**src/rtl/dark_roi_pkg.sv**
```systemverilog
// dark_roi_pkg: FSM states, window-table field selects and default frame geometry
// shared by the dark ROI scheduler and its frame tracker.
package dark_roi_pkg;
    localparam logic [1:0] ST_IDLE = 2'd0;
    localparam logic [1:0] ST_ARM  = 2'd1;
    localparam logic [1:0] ST_MEAS = 2'd2;
    localparam logic [1:0] ST_DONE = 2'd3;

    localparam logic [1:0] SEL_XSTART = 2'd0;
    localparam logic [1:0] SEL_XEND   = 2'd1;
    localparam logic [1:0] SEL_YSTART = 2'd2;
    localparam logic [1:0] SEL_YEND   = 2'd3;

    localparam int DEF_H_ACT = 640;
    localparam int DEF_V_ACT = 480;

    typedef struct packed {
        logic [15:0] xstart;
        logic [15:0] xend;
        logic [15:0] ystart;
        logic [15:0] yend;
    } win_t;
endpackage

```
**src/rtl/roi_frame_tracker.sv**
```systemverilog
// roi_frame_tracker: X/Y position counters advanced by the pixel-valid strobe,
// producing last_px on the final pixel of each frame.
module roi_frame_tracker #(
    parameter int H_ACT = 640,
    parameter int V_ACT = 480
) (
    input  logic clk,
    input  logic rst_n,
    input  logic dval,
    output logic last_px
);
    logic [15:0] x;
    logic [15:0] y;
    logic        x_end;
    logic        y_end;

    assign x_end   = x == 16'(H_ACT - 1);
    assign y_end   = y == 16'(V_ACT - 1);
    assign last_px = dval && x_end && y_end;

    always_ff @(posedge clk) begin
        if (!rst_n) begin
            x <= '0;
            y <= '0;
        end else if (dval) begin
            x <= x_end ? '0 : x + 16'd1;
            if (x_end) y <= y_end ? '0 : y + 16'd1;
        end
    end
endmodule

```
**src/rtl/dark_roi_scheduler.sv**
```systemverilog
// dark_roi_scheduler: steps the dark-pixel counter through a table of windows, one per frame,
// and latches each window's frame count. Optional DARK_ALARM_EN adds iThresh/oAlarm.
module dark_roi_scheduler
    import dark_roi_pkg::*;
#(
    parameter int NUM_WIN = 4,
    parameter int H_ACT   = DEF_H_ACT,
    parameter int V_ACT   = DEF_V_ACT,
    localparam int WIN_W  = $clog2(NUM_WIN)
) (
    input  logic             iCLK,
    input  logic             iRST,
    input  logic             iDVAL,
    input  logic [15:0]      iDarkCounter,
    input  logic             iStart,
    input  logic             iAbort,
    input  logic             iCfgWe,
    input  logic [WIN_W-1:0] iCfgAddr,
    input  logic [1:0]       iCfgSel,
    input  logic [15:0]      iCfgData,
    input  logic [WIN_W-1:0] iRdIdx,
    output logic [15:0]      oRdCount,
    output logic [15:0]      oXSTART,
    output logic [15:0]      oXEND,
    output logic [15:0]      oYSTART,
    output logic [15:0]      oYEND,
    output logic             oBusy,
    output logic             oDone,
    output logic [WIN_W-1:0] oWinIdx
`ifdef DARK_ALARM_EN
    ,
    input  logic [15:0]      iThresh,
    output logic [NUM_WIN-1:0] oAlarm
`endif
);
    logic [1:0]       state;
    logic [WIN_W-1:0] win;
    logic [WIN_W-1:0] next_win;
    logic             last_px;
    logic             meas_hit;
    logic             last_win;
    win_t             cur;
    win_t             bounds;
    win_t             tbl [NUM_WIN];
    logic [15:0]      res [NUM_WIN];

    roi_frame_tracker #(.H_ACT(H_ACT), .V_ACT(V_ACT)) u_tracker (
        .clk(iCLK),
        .rst_n(iRST),
        .dval(iDVAL),
        .last_px(last_px)
    );

    assign next_win = win + WIN_W'(1);
    assign last_win = win == WIN_W'(NUM_WIN - 1);
    assign meas_hit = state == ST_MEAS && last_px && !iAbort;
    assign bounds   = state == ST_IDLE ? tbl[0] : cur;
    assign oXSTART  = bounds.xstart;
    assign oXEND    = bounds.xend;
    assign oYSTART  = bounds.ystart;
    assign oYEND    = bounds.yend;
    assign oBusy    = state == ST_ARM || state == ST_MEAS;
    assign oDone    = state == ST_DONE;
    assign oWinIdx  = win;
    assign oRdCount = res[iRdIdx];

    // Abort outranks every transition, so it is tested before the state case.
    always_ff @(posedge iCLK) begin
        if (!iRST) begin
            state <= ST_IDLE;
            win   <= '0;
            cur   <= '0;
        end else if (iAbort) begin
            state <= ST_IDLE;
            win   <= '0;
        end else begin
            case (state)
                ST_IDLE: if (iStart) begin
                    state <= ST_ARM;
                    win   <= '0;
                    cur   <= tbl[0];
                end
                ST_ARM:  if (last_px) state <= ST_MEAS;
                ST_MEAS: if (last_px) begin
                    if (last_win) state <= ST_DONE;
                    else begin
                        win <= next_win;
                        cur <= tbl[next_win];
                    end
                end
                default: begin
                    state <= ST_IDLE;
                    win   <= '0;
                end
            endcase
        end
    end

    always_ff @(posedge iCLK) begin
        if (!iRST) begin
            for (int i = 0; i < NUM_WIN; i++) begin
                tbl[i] <= '0;
                res[i] <= '0;
            end
        end else begin
            if (meas_hit) res[win] <= iDarkCounter;
            if (state == ST_IDLE && iCfgWe) begin
                case (iCfgSel)
                    SEL_XSTART: tbl[iCfgAddr].xstart <= iCfgData;
                    SEL_XEND:   tbl[iCfgAddr].xend   <= iCfgData;
                    SEL_YSTART: tbl[iCfgAddr].ystart <= iCfgData;
                    default:    tbl[iCfgAddr].yend   <= iCfgData;
                endcase
            end
        end
    end

`ifdef DARK_ALARM_EN
    always_ff @(posedge iCLK) begin
        if (!iRST) oAlarm <= '0;
        else if (state == ST_IDLE && iStart && !iAbort) oAlarm <= '0;
        else if (meas_hit) oAlarm[win] <= iDarkCounter > iThresh;
    end
`endif
endmodule

```
**config.mk**
```make
export PLATFORM = sky130hd
export DESIGN_NAME = dark_roi_scheduler
export DESIGN_NICKNAME = d
export VERILOG_FILES = /design/src/rtl/dark_roi_pkg.sv /design/src/rtl/roi_frame_tracker.sv /design/src/rtl/dark_roi_scheduler.sv
export SDC_FILE = /design/constraint.sdc
export NUM_CORES = 1
export LEC_CHECK = 0
export BUFFER_PORTS_ARGS = -buffer_cell sky130_fd_sc_hd__buf_2
export CORE_ASPECT_RATIO = 0.5
export CORE_MARGIN = 4
export CORE_UTILIZATION = 25
export DETAILED_ROUTE_END_ITERATION = 8
export PLACE_DENSITY = 0.4
export SLEW_MARGIN = 20
export SYNTH_ARGS = -nofsm -noshare
export SYNTH_HDL_FRONTEND = slang
export SYNTH_HIERARCHICAL = 1
export SYNTH_SLANG_ARGS = --single-unit
```
**constraint.sdc**
```tcl
create_clock -name iCLK -period 8.3 [get_ports iCLK]
set_input_delay 0 -clock iCLK [delete_from_list [all_inputs] [get_ports iCLK]]
set_output_delay 0 -clock iCLK [all_outputs]
set_load 0.02 [all_outputs]
```
==> results_dict.tcl <==
set metrics [dict create \
    wl_met2_mm 31.2 \
    async_reset_ff_share_pct 0 \
    htree_num_levels 2 \
    io_buffers 127 \
    dp.cells 2594 \
    first_iter_violations 789 \
    min_period_ns 5.00 \
    syn_inst 1555 \
    slew_headroom_pct 26.9 \
    tightest_slew_ns 1.10 \
    num_vias 13100 \
    root_buffer "clkbuf_16" \
    synth_ff_type "edfxtp_1" \
    synthesis.nets 1607 \
    finalSetupViolCount 0 \
    stdcell_count 2706 \
    hpwlAfterDp_mm 35.6 \
    crit_fanout 17 \
    outcome "completed" \
    ant_nets 0 \
    synthesis.area_mm2 0.0190 \
    max_cap_viol_count 0 \
    wl_mm 62.5 \
    top_layer "met4" \
    core-area_mm2 0.0752 \
    grt_antenna_before_repair 0 \
    grt_usage_pct 15.2 \
    crit_arrival_ns 5.19 \
    wl_met1_mm 28.1 \
    synth_top_cell_by_area "edfxtp_1" \
    slowest_delay_ns 0.89 \
    routed_via_density 4.85 \
    avgSynthCellArea_um2 12.2 \
    grt_pass1_vias 13600 \
    die-area_mm2 0.0807 \
    cts.clk_slew.worst_paths_ns 0.06 \
    grt_max_degree 66 \
    drive_above_1_share_pct 21.2 \
    cp_cell_sequence "ha_1 -> nand4_4 -> nand4b_1 -> nor2_1 -> nand2_1 -> nor2_2 -> and3_1 -> nand2b_1" \
    synth.top_cells.by_count "edfxtp_1, nor3_1, o22ai_1" \
    slew_viol_final 0 \
    die_width_um 398 \
    clock-sinks 420 \
    max-vdd-ir-drop_mv 0.136 \
    initial_core_util_pct 25.3 \
    ys_types 67 \
    drt_pass1_iterations 5 \
    synth-edff-count 320 \
    cts_hold_buf 28 \
    cts.path.max_buffers 3 \
    yosysMostFrequentCell "edfxtp_1" \
    ios 128 \
    cts_tree "done" \
    wl_per_cell_um 23.1 \
    post_cts_resized 0 \
    numCtsBuffers 44 \
    grt_pass1_wl_mm 92.6 \
    utilization_pct 29.6 \
    fin_nets 1698 \
    met3_length_mm 2.09 \
    finalSetupTns_ns 0 \
    multi_input_area_mm2 0.00666 \
    rows 71 \
    min_period_over_period_pct 60.3 \
    seqCellArea_mm2 0.0116 \
    cp_slowest_cell "nor2_1" \
    fmax_mhz 200 \
    rsz0062_at_grt "no" \
    setup_ws_ns 3.30 \
    final_hold_viol_count 0 \
    power.density_mw_per_mm2 217 \
    required_ns 8.49 \
    yosys_warnings 6 \
    post_cts_buffers 0 \
    clock_skew_ns 0.0327 \
    critPathKind "register to register" \
    p_leak_uw 0.00759 \
    startpoint_type "register" \
    endpoint_kind "register" \
    ys_seq_area_share_pct 61.2 \
    gr-total-overflow 0 \
    ys_ff_latch 420 \
    min_path_type "input pin to register" \
    syn_to_final_growth_pct 17.3 \
    globalplace.congestion 0.729 \
    fill_cells 7770 \
    place_ws_ns 3.33 \
    clkLatencyLatePin_ns 0.58 \
    synth_top_area_share_pct 50.6 \
    die_y_um 203 \
    yosys-top-cells-area "edfxtp_1, dfxtp_1, o22ai_1" \
    drc 0 \
]
[path summary, 6_finish.rpt]
check                                     from    endpoint  slack, ns  cells past startpoint
worst max register to register  u_tracker/x[0]   res[2][5]       3.30                      8
worst max-delay path            u_tracker/x[0]   res[2][5]       3.30                      8
worst min register to register          cur[9]      cur[9]       0.46                      2
worst min-delay path               iCfgAddr[0]  tbl[1][61]       0.14                      3
[power breakdown]
part	switching [µW]	internal, µW	leakage (µW)
logic	295	136	0.00286
clock network	871	1120	0.000682
registers	38.8	2360	0.00405
total	1200	3620	0.00759
[critical path: cells and delay by family (launching register included)]
kind / cells / cell delay (ns)
adders and majority gates: 1 / 0.24
DFF: 1 / 0.37
and+or+nand+nor: 7 / 3.99
[cells in the final DEF (no fill, tap or decap), drive strengths merged, types with 66 or more instances in the layout]
cell	n
and2	68
clkbuf	71
edfxtp	320
buf	165
nor3	149
dfxtp	100
nor2	136
nand2	109
o22ai	133
mux2i	66
[state kept, by name (all words and copies together) (netlist names)]
name / flops
res: 64
cur: 64
oWinIdx: 2
tbl: 256
state: 2
u_tracker/y: 16
u_tracker/x: 16
[routing by layer]
layer | vias up | GRT usage (%)
met5 | - | 0
met1 | 6773 | 19.9
met4 | 0 | 3.22
li1 | 6070 | -
met3 | 68 | 2.28
met2 | 214 | 26.6
[metrics by stage]
stage / hold slack, ns / power [µW] / instance area, µm²
after global routing: 0.147 / 5010 / 22300
after CTS: 0.0945 / 4890 / 22300
after floorplan: 0.148 / 2690 / 19000
after global placement: 0.325 / 2870 / 20600
final: 0.144 / 4820 / 22300
after detailed placement: 0.330 / 2870 / 20600
[cells by family after synthesis]
kind of cell,share of synthesized area (%)
xor gates and xnor gates,0.508
muxes,9.24
AOI/OAI and AO/OA,9.49
DFF,61.2
and+or+nand+nor,14.9
buffers and inverters,4.21
adders and majority gates,0.527
[area by class of cell]
class | count | area share, %
multi-input combinational | 962 | 29.9
tap | 1022 | 5.74
sequential | 420 | 52.2
timing repair buffer | 193 | 5.41
antenna | 2 | 0.0225
inverter | 25 | 0.427
clock inverter | 11 | 0.444
clock buffer | 71 | 5.91
Note: power is estimated with default switching activity, not from simulation.
